--- src/rtl/adc_capture_ctrl.sv ---
// ADC frame capture: arm on enable, wait for level/slope trigger or free-run, write DEPTH decimated samples to RAM.
// Latency: wr_en/wr_addr/wr_data registered, one clk_adc after the sample is taken; triggered aligns with write 0.
// No backpressure: the ADC stream is never stalled; the frame is held in DONE until rd_done. Option: AUTO_TRIG_EN.
module adc_capture_ctrl #(
  parameter int DATA_W  = 8,
  parameter int DEPTH   = 160,
  parameter int ADDR_W  = 8,
  parameter int DECIM_W = 8,
  parameter int TIMEOUT = 1024
) (
  input  logic               clk_adc,
  input  logic               reset_n,
  input  logic               enable,
  input  logic [DATA_W-1:0]  adc_data,
  input  logic               trig_mode,
  input  logic               trig_slope,
  input  logic [DATA_W-1:0]  trig_level,
  input  logic [DECIM_W-1:0] decim,
  input  logic               rd_done,
  output logic               wr_en,
  output logic [ADDR_W-1:0]  wr_addr,
  output logic [DATA_W-1:0]  wr_data,
  output logic               busy,
  output logic               triggered,
  output logic               finished
);

  typedef enum logic [1:0] {IDLE, ARM, CAPTURE, DONE} state_t;

  state_t              state, state_nxt;
  logic [DECIM_W-1:0]  decim_q;
  logic [DECIM_W-1:0]  dcnt;
  logic [ADDR_W-1:0]   addr;
  logic                full;
  logic [DATA_W-1:0]   prev;
  logic                prev_valid;
  logic                rise_hit;
  logic                fall_hit;
  logic                level_hit;
  logic                timeout_hit;
  logic                trig_hit;
  logic                take;
  logic                last_wr;

  assign rise_hit  = prev_valid && (prev <  trig_level) && (adc_data >= trig_level);
  assign fall_hit  = prev_valid && (prev >= trig_level) && (adc_data <  trig_level);
  assign level_hit = trig_slope ? fall_hit : rise_hit;

`ifdef AUTO_TRIG_EN
  localparam int TCNT_W = $clog2(TIMEOUT + 1);
  logic [TCNT_W-1:0] tcnt;

  assign timeout_hit = (tcnt == TCNT_W'(TIMEOUT - 1));

  always_ff @(posedge clk_adc or negedge reset_n) begin
    if (!reset_n) begin
      tcnt <= '0;
    end else if (state == IDLE) begin
      tcnt <= '0;
    end else if (state == ARM && trig_mode) begin
      tcnt <= tcnt + 1'b1;
    end
  end
`else
  // TIMEOUT only matters with the auto-trigger; this folds to constant 0.
  assign timeout_hit = (TIMEOUT < 0);
`endif

  assign trig_hit = (state == ARM) && enable && trig_mode && (level_hit || timeout_hit);
  // full blocks the sample slot between the last take and its write landing.
  assign take     = enable && !full && (((state == CAPTURE) && (dcnt == '0)) || trig_hit);
  assign last_wr  = wr_en && (wr_addr == ADDR_W'(DEPTH - 1));

  assign busy     = (state == ARM) || (state == CAPTURE);
  assign finished = (state == DONE);

  always_ff @(posedge clk_adc or negedge reset_n) begin
    if (!reset_n) begin
      state <= IDLE;
    end else begin
      state <= state_nxt;
    end
  end

  always_comb begin
    state_nxt = state;
    case (state)
      IDLE:    if (enable) state_nxt = ARM;
      ARM: begin
        if (!enable)                     state_nxt = IDLE;
        else if (!trig_mode || trig_hit) state_nxt = CAPTURE;
      end
      CAPTURE: begin
        if (!enable)     state_nxt = IDLE;
        else if (last_wr) state_nxt = DONE;
      end
      DONE:    if (rd_done) state_nxt = IDLE;
      default: state_nxt = IDLE;
    endcase
  end

  always_ff @(posedge clk_adc or negedge reset_n) begin
    if (!reset_n) begin
      wr_en      <= 1'b0;
      wr_addr    <= '0;
      wr_data    <= '0;
      triggered  <= 1'b0;
      decim_q    <= '0;
      dcnt       <= '0;
      addr       <= '0;
      full       <= 1'b0;
      prev       <= '0;
      prev_valid <= 1'b0;
    end else begin
      wr_en     <= take;
      triggered <= trig_hit;

      if (state == IDLE) begin
        if (enable) begin
          decim_q    <= decim;
          dcnt       <= '0;
          addr       <= '0;
          full       <= 1'b0;
          prev_valid <= 1'b0;
        end
      end else begin
        if (take) begin
          wr_addr <= addr;
          wr_data <= adc_data;
          addr    <= addr + 1'b1;
          if (addr == ADDR_W'(DEPTH - 1)) full <= 1'b1;
        end
        if ((state == CAPTURE) || trig_hit) begin
          dcnt <= (dcnt == decim_q) ? '0 : dcnt + 1'b1;
        end
        if (state == ARM && trig_mode) begin
          prev       <= adc_data;
          prev_valid <= 1'b1;
        end
      end
    end
  end

endmodule
--- config.mk ---
export PLATFORM = sky130hd
export DESIGN_NAME = adc_capture_ctrl
export DESIGN_NICKNAME = d
export VERILOG_FILES = /design/src/rtl/adc_capture_ctrl.sv
export SDC_FILE = /design/constraint.sdc
export NUM_CORES = 1
export LEC_CHECK = 0
export ABC_AREA = 1
export BUFFER_PORTS_ARGS = -buffer_cell sky130_fd_sc_hd__buf_2
export CAP_MARGIN = 40
export CORE_ASPECT_RATIO = 1.25
export CORE_MARGIN = 4
export CORE_UTILIZATION = 51
export DETAILED_ROUTE_END_ITERATION = 10
export GPL_ROUTABILITY_DRIVEN = 0
export PLACE_DENSITY_LB_ADDON = 0.25
export SLEW_MARGIN = 25
export SYNTH_ARGS = -nofsm -noshare
export SYNTH_HDL_FRONTEND = slang
export SYNTH_SLANG_ARGS = --single-unit
--- constraint.sdc ---
create_clock -name clk_adc -period 1.9 [get_ports clk_adc]
set_input_delay 0.475 -clock clk_adc [delete_from_list [all_inputs] [get_ports clk_adc]]
set_output_delay 0.475 -clock clk_adc [all_outputs]
set_load 0.1 [all_outputs]
==> results.md <==
Drt:
- In this run the remaining antenna-violating nets after routing total 0.
- For this block, the initial DRC count from the detailed router was between 150 and 200.
- In the routed design, unresolved DRC markers number 0.
- After detailed routing, the average wire length per cell comes to approximately 14 um.
- The total wirelength of the detailed-routed design is 7170 um.
- The routed layout has ~2800 vias.
- The iteration count of the initial detailed-routing pass is 4.
- The mean number of vias per cell is roughly 5.3.

Critical path:
- STA classifies the critical path endpoint as a flip-flop.
- The endpoint arrival time on the critical path is roughly 2100 ps.
- The slack of the worst reg-to-reg path is between 30 and 40 ps.
- Measured in cells, the most critical reg-to-reg path has a length of 12.
- The startpoint kind of the worst setup timing path is a flip-flop.
- The required time reported for the critical path endpoint is ~2100 ps.
- Of all nets on the critical path, the largest fanout is 8.
- The endpoint identified for the worst register-to-register timing path is wr_addr[5]$_DFFE_PN0P_.
- The launch instance of the worst register-to-register path is prev[7]$_DFFE_PN0P_.
- The category of the critical setup timing path is flip-flop to flip-flop.

Power and ir drop:
- The worst-case IR drop observed on VDD is between 1 and 1.5 mV.
- Power spread over the standard cell area amounts to between 1000 and 1500 nW/um^2.
- The leakage power total is about 2.2 nW.
- The post-route total power is 4.91 mW.

Timing:
- Setup violations remaining at the end of the flow were counted as 0.
- The number of pins exceeding their max-slew limit in the final report is 0.
- The share of the clock period used by the worst path is 0.980.
- The clock arrives with about 9.6 ps of skew.
- Setup repair after global routing could not meet its margin everywhere.
- The number of hold violations in the final report is 0.
- After layout, the minimum clock period comes to 1860 ps.
- The least setup slack across all paths after layout is about 38 ps.
- Timing would allow up to roughly 0.54 GHz.
- Adding up every negative setup slack in the final design gives 0 ps.
- The worst-margin pin slew is between 400 and 500 ps.
- The remaining max-slew budget at the tightest pin is 0.678.

Finish:
- The area growth from synthesis to layout is 28.7%.
- At the end of the flow, the number of nets in the layout was 500.
- The repair_antennas step left the layout with diodes totalling 0.
- In the final layout, the multi-input gates occupy between 1500 and 2000 sq um.
- In the final layout, the share of cells above drive strength 1 is 0.315.
- The sequential cells in the finished layout cover a total of between 1000 and 1500 sq um.
- After filler insertion, the fill cell instance count of the layout stands at 495.
- Excluding fillers, the count of instances in the completed layout stands at 530.

Clocking:
- After clock tree synthesis, the clock-pin slew on the worst setup and hold paths is 90 ps.
- The worst-skew pair later-pin latency is about 310 ps.
- TritonCTS built the clock tree.
- The root buffer cell chosen for the clock tree is clkbuf_8.
- The maximum level of the CTS H-tree is 2.
- In this run, post-CTS hold repair placed 0 buffers.
- The number of CTS-inserted buffers is 5.
- Counting every sink on the clock net gives 54.
- The largest buffer count on any clock path is 2.

Die:
- The die covers around 7500 sq um.
- The initial utilization of the core area, before any placement, comes to 0.533.
- In this run the vertical extent of the chip is 95.8 um.
- The top-level port count is 50.
- The die is 78.2 um wide.
- The initialized floorplan defines 31 standard-cell rows.
- The core region area is between 5000 and 6000 sq um.

Global route:
- The largest net degree at the start of global routing is 44.
- The global routing usage summed across all routing layers is 0.199.
- The first global-routing pass estimated around 12000 um of wire.
- Global routing finished with a remaining overflow of 0.
- The number of antenna violations at the first check in global routing is 0.
- The via count of the first global-routing pass came to 2624.

Synthesis:
- Counting flops and latches in the post-synthesis netlist gives 54.
- The xor and xnor fraction of the mapped netlist area is 0.0418.
- Of the total synthesized cell area, the portion taken by full adders, half adders and majority gates is 0.0916.
- The average cell area after synthesis is between 8 and 9 sq um.
- The most used flip-flop cell after synthesis is dfrtp_1.
- Synthesis produced ~380 cells.
- The post-synthesis share of cell area spent on and, or, nand and nor gates is 0.305.
- By area, the combinational part of the netlist is dominated by simple AND/OR/NAND/NOR gates.
- The total standard cell area after synthesis is around 3100 sq um.
- For this run, asynchronously set or reset flops after synthesis account for 1.00.
- The number of different library cells used by synthesis comes to 32.
- Of the post-synthesis cell area, the part taken by muxes is 0.0251.
- The Yosys step of the flow raised 0 warnings.
- Of the synthesized area, sequential elements account for 0.430.
- The number of flops mapped to enable cells by yosys is 0.
- The synthesized netlist net count is around 430.
- The area fraction in compound gates after synthesis came to 0.0322.

Job:
- Across the run, the number of max-cap violations was 0.

Hold path:
- The tightest min-delay check is of the primary input to asynchronous set/reset pin type.

Placement:
- The number of buffers inserted by port buffering is 49.
- The cell total after placement is between 500 and 600.
- Before CTS, the worst setup slack after placement is -289 ps.
- The wire-length estimate of the detail-placed layout is approximately 5300 um.

Run status:
- The flow ran to the end, and the final reports show no timing, DRC or antenna violations.
[kinds of logic after synthesis]
logic type / Yosys count
simple gates: 204
mux: 7
flops: 54
xor+xnor: 15
buf+inv: 58
compound gates: 17
fa+ha+maj: 23
[critical path, stage by stage (launching register included)]
cell and delay (ps):
dfrtp_1 420, ha_4 220, a21o_1 160, nor2_2 130
nand2_1 70, nor2_2 90, nand2_2 70, nand2_2 70
nand2_4 100, nand2_8 120, nand3_4 140, nand2_2 110
nand2_1 50
[through the flow]
stage	utilization	area [sq um]	hold WS [ps]
floorplan	-	3320	179
global placement	0.642	3790	383
detailed placement	0.642	3790	387
CTS	0.662	3910	48.3
global route	0.686	4050	54.8
finish	0.686	4050	51.1
[Yosys cell counts (all sizes together) (4+ instances only)]
cell type / count / area, sq um
nand2: 110 / 428
dfrtp: 54 / 1350
inv: 44 / 165
nand4: 40 / 250
nand3: 27 / 148
ha: 23 / 288
nor2: 18 / 75.1
xor2: 14 / 123
clkbuf: 10 / 37.5
mux2: 7 / 78.8
o21ai: 6 / 30.0
a21oi: 5 / 25.0
buf: 4 / 31.3
nor4: 4 / 25.0
[flip-flops by register name, summed over array words and instances, names as in the netlist, 2 cells and up]
name,flops
dcnt,8
prev,8
state,2
wr_addr,8
decim_q,8
addr,8
wr_data,8
[power by group]
part,internal (mW),switching (mW)
combinational,0.819,1.76
sequential,1.44,0.224
clock,0.294,0.369
total,2.56,2.35
[worst max path at each step]
stage | startpoint | to | slack (ps)
2_1_floorplan | trig_level[5] | wr_addr[3]$_DFFE_PN0P_ | -30
3_3_place_gp | trig_level[5] | wr_data[3]$_DFFE_PN0P_ | -230
3_5_place_dp | trig_level[5] | wr_addr[5]$_DFFE_PN0P_ | -290
4_1_cts | prev[5]$_DFFE_PN0P_ | addr[0]$_DFFE_PN0P_ | -20
5_1_grt | prev[7]$_DFFE_PN0P_ | wr_data[5]$_DFFE_PN0P_ | -120
6_report | prev[7]$_DFFE_PN0P_ | wr_addr[5]$_DFFE_PN0P_ | 40
[cell type report]
type / count / area share
clock buffers: 6 / 0.0204
inverters: 44 / 0.0464
multi-input cells: 268 / 0.449
flip-flops and latches: 54 / 0.335
repair buffers: 74 / 0.121
clock inverters: 2 / 0.00309
well taps: 82 / 0.0254
[repair_timing]
item,4_1_cts,5_1_grt
gates cloned,1,3
resized for setup,3,25
pin swaps,2,19
endpoints found under the setup margin,18,36
buffers inserted,0,2
[placed cells by master (no fill, tap or decap), drive strengths merged, types with 14 or more instances in the layout]
cell type,n
nand3,28
xor2,14
nor2,18
inv,44
buf,73
nand4,40
ha,23
nand2,111
dfrtp,54
[layer usage]
metal  global-route usage  share of wire  up-vias
li1                     -              -     1400
met1                0.247           0.44     1339
met2                0.354           0.50       60
met3               0.0403          0.046        8
met4               0.0510          0.010        0
met5                    0              0        -
(Power assumes the default switching activity.)
